File: config.mk
export PLATFORM = sky130hd
export DESIGN_NAME = uart_rx_capture
export DESIGN_NICKNAME = d
export VERILOG_FILES = /design/src/rtl/uart_rx_pkg.sv /design/src/rtl/sync_fifo.sv /design/src/rtl/uart_rx_capture.sv
export SDC_FILE = /design/constraint.sdc
export NUM_CORES = 1
export LEC_CHECK = 0
export ABC_AREA = 1
export ABC_CLOCK_PERIOD_IN_PS = 6430
export CORE_MARGIN = 3
export CORE_UTILIZATION = 50
export DETAILED_ROUTE_END_ITERATION = 12
export GPL_TIMING_DRIVEN = 0
export PLACE_DENSITY = 0.73
export SYNTH_ARGS = -nofsm -noshare
export SYNTH_HDL_FRONTEND = slang
export SYNTH_SLANG_ARGS = --single-unit
export TNS_END_PERCENT = 30
File: constraint.sdc
create_clock -name clock -period 6.43 [get_ports clock]
set_input_delay 1.286 -clock clock [delete_from_list [all_inputs] [get_ports clock]]
set_output_delay 1.286 -clock clock [all_outputs]
set_load 0.005 [all_outputs]
File: src/rtl/uart_rx_pkg.sv
// Shared types and constants for the UART capture receiver.
// Imported by the receiver top level.
package uart_rx_pkg;

    typedef enum logic [2:0] {
        ST_IDLE,
        ST_START,
        ST_DATA,
        ST_PARITY,
        ST_STOP,
        ST_BREAK
    } state_t;

    localparam int PAR_NONE = 0;
    localparam int PAR_ODD  = 1;
    localparam int PAR_EVEN = 2;

    // FIFO entry layout is {frame_err, parity_err, data}
    function automatic int entry_width(input int data_bits);
        return data_bits + 2;
    endfunction

endpackage

File: src/rtl/sync_fifo.sv
// Synchronous show-ahead FIFO with extra-bit pointers.
// The read port is forced to zero while the FIFO is empty.
module sync_fifo #(
    parameter int WIDTH = 10,
    parameter int DEPTH = 16
) (
    input  logic                   clock,
    input  logic                   reset,
    input  logic                   push,
    input  logic [WIDTH-1:0]       push_data,
    input  logic                   pop,
    output logic                   full,
    output logic                   empty,
    output logic [$clog2(DEPTH):0] count,
    output logic [WIDTH-1:0]       rd_data
);

    localparam int AW = $clog2(DEPTH);

    logic [AW:0]      wr_ptr;
    logic [AW:0]      rd_ptr;
    logic [WIDTH-1:0] mem [DEPTH];
    logic             do_push;
    logic             do_pop;

    assign empty = (wr_ptr == rd_ptr);
    assign full  = (wr_ptr[AW] != rd_ptr[AW]) &&
                   (wr_ptr[AW-1:0] == rd_ptr[AW-1:0]);

    // A pop frees the slot a same-cycle push needs when full
    assign do_pop  = pop && !empty;
    assign do_push = push && (!full || do_pop);

    assign count   = wr_ptr - rd_ptr;
    assign rd_data = empty ? '0 : mem[rd_ptr[AW-1:0]];

    always_ff @(posedge clock) begin
        if (reset) begin
            wr_ptr <= '0;
            rd_ptr <= '0;
        end else begin
            if (do_push) wr_ptr <= wr_ptr + 1'b1;
            if (do_pop)  rd_ptr <= rd_ptr + 1'b1;
        end
    end

    always_ff @(posedge clock) begin
        if (do_push) mem[wr_ptr[AW-1:0]] <= push_data;
    end

endmodule

File: src/rtl/uart_rx_capture.sv
// UART receiver: mid-bit sampling FSM, error latches and
// an output FIFO with ready/valid drain and overrun pulse.
module uart_rx_capture
    import uart_rx_pkg::*;
#(
    parameter int CLKS_PER_BIT = 106,
    parameter int DATA_BITS    = 8,
    parameter int PARITY       = 0,
    parameter int STOP_BITS    = 1,
    parameter int FIFO_DEPTH   = 16
) (
    input  logic                        clock,
    input  logic                        reset,
    input  logic                        rx,
    output logic [DATA_BITS-1:0]        out_data,
    output logic                        out_parity_err,
    output logic                        out_frame_err,
    output logic                        out_valid,
    input  logic                        out_ready,
    output logic                        overrun,
    output logic [$clog2(FIFO_DEPTH):0] fifo_count,
    output logic                        busy
);

    localparam int EW = entry_width(DATA_BITS);
    localparam int TW = $clog2(CLKS_PER_BIT);
    localparam int BW = $clog2(DATA_BITS);

    localparam logic [TW-1:0] HALF = TW'(CLKS_PER_BIT/2 - 1);
    localparam logic [TW-1:0] FULL = TW'(CLKS_PER_BIT - 1);
    localparam logic [BW-1:0] LAST = BW'(DATA_BITS - 1);
    localparam logic          SLST = 1'(STOP_BITS - 1);
    localparam logic          ODD  = (PARITY == PAR_ODD);

    logic                 rx_meta;
    logic                 rxs;
    state_t               state, state_nx;
    logic [TW-1:0]        cnt, cnt_nx;
    logic [BW-1:0]        bit_idx, bit_idx_nx;
    logic                 stop_idx, stop_idx_nx;
    logic [DATA_BITS-1:0] shreg, shreg_nx;
    logic                 par_err, par_err_nx;
    logic                 frm_err, frm_err_nx;
    logic                 push_req;
    logic                 expired;

    logic                 f_full;
    logic                 f_empty;
    logic                 f_pop;
    logic [EW-1:0]        f_head;

    always_ff @(posedge clock) begin
        if (reset) begin
            rx_meta <= 1'b1;
            rxs     <= 1'b1;
        end else begin
            rx_meta <= rx;
            rxs     <= rx_meta;
        end
    end

    assign expired = (cnt == '0);

    always_comb begin
        state_nx    = state;
        cnt_nx      = cnt;
        bit_idx_nx  = bit_idx;
        stop_idx_nx = stop_idx;
        shreg_nx    = shreg;
        par_err_nx  = par_err;
        frm_err_nx  = frm_err;
        push_req    = 1'b0;
        unique case (state)
            ST_IDLE: begin
                if (!rxs) begin
                    state_nx = ST_START;
                    cnt_nx   = HALF;
                end
            end
            ST_START: begin
                if (!expired) begin
                    cnt_nx = cnt - TW'(1);
                end else if (rxs) begin
                    state_nx = ST_IDLE;
                end else begin
                    state_nx   = ST_DATA;
                    cnt_nx     = FULL;
                    bit_idx_nx = '0;
                    par_err_nx = 1'b0;
                    frm_err_nx = 1'b0;
                end
            end
            ST_DATA: begin
                if (!expired) begin
                    cnt_nx = cnt - TW'(1);
                end else begin
                    cnt_nx     = FULL;
                    shreg_nx   = {rxs, shreg[DATA_BITS-1:1]};
                    bit_idx_nx = bit_idx + BW'(1);
                    if (bit_idx == LAST) begin
                        stop_idx_nx = 1'b0;
                        state_nx    = (PARITY != PAR_NONE) ?
                                      ST_PARITY : ST_STOP;
                    end
                end
            end
            ST_PARITY: begin
                if (!expired) begin
                    cnt_nx = cnt - TW'(1);
                end else begin
                    cnt_nx      = FULL;
                    stop_idx_nx = 1'b0;
                    state_nx    = ST_STOP;
                    if ((^shreg ^ rxs) != ODD) par_err_nx = 1'b1;
                end
            end
            ST_STOP: begin
                if (!expired) begin
                    cnt_nx = cnt - TW'(1);
                end else begin
                    cnt_nx      = FULL;
                    stop_idx_nx = stop_idx + 1'b1;
                    if (!rxs) frm_err_nx = 1'b1;
                    if (stop_idx == SLST) begin
                        push_req = 1'b1;
                        state_nx = frm_err_nx ? ST_BREAK : ST_IDLE;
                    end
                end
            end
            ST_BREAK: begin
                if (rxs) state_nx = ST_IDLE;
            end
            default: state_nx = ST_IDLE;
        endcase
    end

    always_ff @(posedge clock) begin
        if (reset) begin
            state    <= ST_IDLE;
            cnt      <= '0;
            bit_idx  <= '0;
            stop_idx <= 1'b0;
            shreg    <= '0;
            par_err  <= 1'b0;
            frm_err  <= 1'b0;
        end else begin
            state    <= state_nx;
            cnt      <= cnt_nx;
            bit_idx  <= bit_idx_nx;
            stop_idx <= stop_idx_nx;
            shreg    <= shreg_nx;
            par_err  <= par_err_nx;
            frm_err  <= frm_err_nx;
        end
    end

    assign f_pop   = out_valid && out_ready;
    assign overrun = push_req && f_full && !f_pop;
    assign busy    = (state != ST_IDLE);

    sync_fifo #(
        .WIDTH (EW),
        .DEPTH (FIFO_DEPTH)
    ) u_fifo (
        .clock     (clock),
        .reset     (reset),
        .push      (push_req),
        .push_data ({frm_err_nx, par_err, shreg}),
        .pop       (f_pop),
        .full      (f_full),
        .empty     (f_empty),
        .count     (fifo_count),
        .rd_data   (f_head)
    );

    assign out_valid      = !f_empty;
    assign out_data       = f_head[DATA_BITS-1:0];
    assign out_parity_err = f_head[DATA_BITS];
    assign out_frame_err  = f_head[DATA_BITS+1];

endmodule

==> summary.txt <==
Status
  – Status: complete, no violations

Worst hold path
  – Worst hold path class: flop to flop
  – Hold Crit Start: rx_meta
  – Hold EP: rxs
  – Hold Crit Depth: 1

Setup path
  – Worst EP arrival: 2.91 ns
  – CP required: 5.14 ns
  – FF-to-FF End: u_fifo.mem[11][6]
  – FF-to-FF setup slack: 3.57 ns
  – CP Max Fanout: 10
  – Crit Path Class: flop to primary output
  – CP Buf/Inv Count: 2
  – CP Launch Type: flop
  – Crit path largest cell delay: 0.57 ns
  – Cell family with the largest share of critical-path delay: buffers and inverters
  – Crit. End Element: primary output
  – R2R depth: 9
  – Crit Reg-Reg Startpoint: u_fifo.rd_ptr[2]
  – Critical Path Slowest Stage Cell: clkdlybuf4s50_1
  – CP Cell Sequence: clkbuf_1, o21ai_0, o221ai_1, nand3_1, a21oi_1, clkdlybuf4s50_1

Yosys
  – Synthesized Nets: 773
  – Yosys warnings: 0
  – Synth area leaders: edfxtp_1, dfxtp_1, nor2_1
  – Post-synth top area cell: edfxtp_1
  – Sequential share of the synthesized area: 0.656
  – Syn Std Cell Area: 8540 um^2
  – Post-Syn Instances: 755
  – Post-synth cell types: 37
  – Yosys top cell area share: 0.562
  – Yosys reg bits: 200
  – Post-Syn Area per Cell: 11.3 um^2
  – Top FF cell, synth: edfxtp_1
  – Post-synth EDFFs: 160
  – Ys async rst share: 0

Route
  – # DRC: 0
  – Wire length per cell: 20.1 um
  – ANT nets after route: 0
  – Final WL: 20.7 mm
  – Initial DRC count: 673
  – Via Count: 5982
  – Drt via density: 5.82
  – Initial DRT Pass Iterations: 6

Die
  – Die Ht: 137 um
  – Cell Rows: 47
  – I/O pin count: 22
  – Die width: 137 um
  – Core area: 16600 um^2
  – Die area: 18700 um^2
  – Starting Density: 0.513

Placement
  – Gpl congestion: 0.871
  – Port bufs: 21
  – Detailed Place HPWL: 13.3 mm

CTS
  – Num CTS Buffers: 17
  – Clock Latency Late Sink: 0.44 ns
  – CTS tree: yes
  – Clock tree buffer depth: 2
  – CTS root buf: clkbuf_16
  – Clock transition at path regs: 0.07 ns
  – Total setup buffers inserted after CTS: 0
  – Clk sinks: 200
  – CTS hold repair buffers: 0
  – PostCTS Resize Cnt: 0
  – H-Tree Level Count: 4

Timing
  – Setup TNS: 0 ns
  – Clock skew: 0.0111 ns
  – Max-slew violations: 0
  – Highest clock rate: 239 MHz
  – Fin. Hold Viols: 0
  – Max-slew headroom: 0.160
  – Final Critical Period: 4.19 ns
  – Unrepaired setup endpoints after global routing: false
  – Final Setup Violations: 0
  – Slew @ Worst Pin: 1.26 ns
  – Final Cycle Share: 0.652

Global route
  – GR Overflow Total: 0
  – Largest net degree at the start of global routing: 21
  – Initial antenna violation count: 0
  – First-pass GRT wire length: 32.1 mm
  – Total GRT Usage: 0.233
  – Vias in the first global route: 5807

Power and ir drop
  – Switching Share: 0.356
  – Leak: 0.00343 uW
  – Clk pwr share: 0.272
  – PD cells: 416 nW/um^2
  – P_sw: 1430 uW
  – Worst vdd ir: 298 uV
  – Seq pwr share: 0.396
  – Power share of the combinational group: 0.332
  – Internal Power: 2580 uW

Job
  – Max-cap violations: 0

Layout
  – Commonest non-fill, non-tap cell in the layout: edfxtp_1
  – Commonest non-fill, non-tap cells in the layout: edfxtp_1, nor2_1, nand2_1, o21ai_0, inv_1
  – Fraction of layout cells with a size suffix above 1: 0.0829
  – N_diodes: 0
  – Fin nets: 813
  – Final core area utilization: 0.579
  – Area Growth Syn to Fin: 12.8%
## worst reg2reg max path, cell delays in order (launching register included)
cell and delay [ns]:
dfxtp_1 0.37, inv_1 0.08, ha_1 0.36, nand4_1 0.16
nor2_1 0.05, nand2_1 0.13, nand3_2 0.13, nor2_2 0.15
nand2_2 0.10, nor2_1 0.94
## registers in the layout, indices dropped and copies added (netlist names), named ones only
signal         cells
shreg              8
u_fifo.mem       160
state              3
par_err            1
rxs                1
u_fifo.rd_ptr      5
rx_meta            1
bit_idx            3
stop_idx           1
u_fifo.wr_ptr      5
cnt                7
frm_err            1
## cell families after synthesis
kind of cell               Yosys count  share of synthesized area
AOI/OAI and AO/OA                  193                      0.145
xor gates and xnor gates             7                    0.00718
adders and majority gates           14                     0.0214
buffers and inverters               89                     0.0423
DFF                                200                      0.656
and+or+nand+nor                    252                      0.128
## cells in the mapped netlist (5+ instances only)
cell      number
o21bai_1      41
buf_2         10
clkbuf_1      21
o21ai_0       65
nand2_1       68
nor3_1         7
ha_1          13
xor2_1         5
o221ai_1      40
nand3_1       28
nand2_2        5
edfxtp_1     160
nor2_1       126
inv_1         50
dfxtp_1       40
a21oi_1       41
## power groups by stage
| stage | registers [uW] | clock network [uW] | logic (uW) |
|---|---|---|---|
| 6_report | 1590 | 1090 | 1330 |
| 5_1_grt | 1600 | 1150 | 1460 |
| 4_1_cts | 1590 | 1100 | 1320 |
| 3_5_place_dp | 1610 | 0 | 1310 |
| 3_3_place_gp | 1610 | 0 | 1280 |
| 2_1_floorplan | 1570 | 0 | 874 |
## through the flow
step / worst slack (ns) / total power (uW) / cell area, um^2 / std cells / hold WS (ns)
finish: 2.24 / 4010 / 9630 / 1028 / 0.414
global route: 2.10 / 4210 / 9630 / 1028 / 0.440
CTS: 2.30 / 4000 / 9630 / 1028 / 0.417
detailed placement: 2.52 / 2920 / 9030 / 996 / 0.398
global placement: 2.49 / 2890 / 9030 / 996 / 0.393
floorplan: 3.55 / 2440 / 8540 / 755 / 0.389
## final cells by class
type | instances | area [um^2]
plain buffers | 36 | 163
clock buffers | 18 | 439
clock inverters | 14 | 161
fillers | 1328 | 7010
inverters | 53 | 199
multi-input cells | 466 | 2580
flip-flops and latches | 200 | 5610
well taps | 220 | 275
repair buffers | 21 | 210
## how the worst max path moves through the flow
stage / startpoint / to / slack [ns] / cells after the start
5_1_grt: flop / out_data[1] / 2.10 / 6
6_report: flop / out_data[1] / 2.24 / 6
4_1_cts: flop / out_frame_err / 2.30 / 6
3_5_place_dp: out_ready / overrun / 2.52 / 5
3_3_place_gp: out_ready / overrun / 2.49 / 5
2_1_floorplan: out_ready / overrun / 3.55 / 3
## per-layer routing
| metal | vias to the layer above | GRT usage | wire [um] |
|---|---|---|---|
| met5 | - | 0 | 0 |
| met1 | 2921 | 0.310 | 8590 |
| met3 | 33 | 0.0478 | 1440 |
| met4 | 0 | 0.0823 | 518 |
| li1 | 2785 | - | - |
| met2 | 243 | 0.381 | 10100 |
Note: power is estimated with default switching activity, not from simulation.
==> RTL edit (same settings) <==
Set the parameter `PARITY` to 1 (it was 0).
--- a/src/rtl/uart_rx_capture.sv
+++ b/src/rtl/uart_rx_capture.sv
@@ -7,3 +7,3 @@
     parameter int DATA_BITS    = 8,
-    parameter int PARITY       = 0,
+    parameter int PARITY       = 1,
     parameter int STOP_BITS    = 1,
Function: no difference found for any inputs over 10 cycles, from zero or initial values and one cycle with reset high; that may be too few to reach the edited logic, so the function may still have changed.
==> RTL edit against the unedited design <==
Setup slack improved by 39 ps; cell area increased by 2.1%; synthesized area increased by 2.4%; routed wire length decreased by 3.2%; die area increased by 2.3%; total power decreased by 4.9%; sequential cell count unchanged; register-to-register slack improved by 90 ps; utilization increased by 0.36 points.
==> RTL edit: results (changes against the unedited design) <==
Synthesis
  • Synth cell types: 44 (was 37)
  • Seq/Total Area, Yosys: 64.05% (was 65.62%)
  • XOR/XNOR Fraction of Synth Area: 0.8865% (was 0.7177%)
  • Top-area cell type share of the netlist area: 54.90% (was 56.25%)
  • Cells after Synth: 771 (was 755)
  • Post-synth top cells: 160 x edfxtp_1, 107 x nor2_1, 78 x nand2_1 (was 160 x edfxtp_1, 126 x nor2_1, 68 x nand2_1)

Critical path
  • CP Max Fanout: 6 (was 10)
  • WP data arrival: 2870 ps (was 2910 ps)

Routing
  • Via count: 6004 (was 5982)
  • First-pass detailed-route iteration total: 5 (was 6)
  • Final WL: 20010 um (was 20660 um)
  • Vias per cell: 5.751 (was 5.819)

Placed design
  • Placed insts: 1012 (was 996)
  • Post-DP HPWL: 13330 um (was 13300 um)
  • Gpl congestion: 0.9017 (was 0.8714)
  • Post-Place Cell Area: 0.009236 mm^2 (was 0.009032 mm^2)

Layout
  • Area of the multi-input gates: 0.002794 mm^2 (was 0.002580 mm^2)
  • Fill count: 1340 (was 1328)
  • # nets final: 829 (was 813)
  • Layout cells sized above 1: 10.68% (was 8.292%)

STA
  • Worst-margin pin slew: 1045 ps (was 1255 ps)

Outcome
  • Outcome: completed (unchanged)

Global route
  • Gr usage total: 21.27% (was 23.26%)
  • Largest net degree at the start of global routing: 23 (was 21)
  • First-pass GRT wire length: 31670 um (was 32060 um)
  • Number of global-route vias before repair: 5785 (was 5807)

Power and ir drop
  • Maximum VDD drop: 0.0002842 V (was 0.0002980 V)
  • Leak: 3.384 nW (was 3.435 nW)
[RTL edit: area by class of cell]
class	instances	share of cell area, %
clock buffers	19	4.506
clock inverters	13	1.540
plain buffers	38	1.705
inverters	47	1.871
repair buffers	21	2.138
flip-flops and latches	200	57.02
multi-input cells	486	28.42
well taps	220	2.800
[RTL edit: logic make-up after synthesis]
family	Yosys count
buffers and inverters	85
flip-flops	200
adder cells (fa/ha/maj)	14
XOR/XNOR	8
AO/OA/AOI/OAI	210
AND/OR/NAND/NOR	254
[RTL edit: layer usage]
layer | up-vias | part of all wire, % | track usage, %
met1 | 2858 | 43 | 28.91
met2 | 241 | 46 | 33.04
met4 | 0 | 2.7 | 8.736
met5 | - | 0 | 0
li1 | 2865 | - | -
met3 | 40 | 8.2 | 5.249
[RTL edit: report_power, final]
group | leakage, nW | total, W | internal (W) | switching [W]
clock network | 0.290 | 0.00106 | 0.000564 | 0.000500
registers | 1.78 | 0.00159 | 0.00148 | 0.000107
logic | 1.32 | 0.00115 | 0.000447 | 0.000708
total | 3.38 | 0.00381 | 0.00249 | 0.00132
[RTL edit: final timing paths]
path                    startpoint               end  slack [ps]  depth (start not counted)
setup / recovery         out_ready           overrun        2280                          5
setup reg to reg  u_fifo.wr_ptr[3]  u_fifo.mem[4][5]        3660                          8
hold reg to reg            rx_meta               rxs         410                          1
hold / removal             rx_meta               rxs         410                          1
[RTL edit: stage by stage]
stage / power, W / utilization [%]
3_5_place_dp: 0.002761 / 54.73
6_report: 0.003809 / 58.25
4_1_cts: 0.003811 / 58.25
5_1_grt: 0.004008 / 58.25
2_1_floorplan: 0.002380 / -
3_3_place_gp: 0.002739 / 54.73
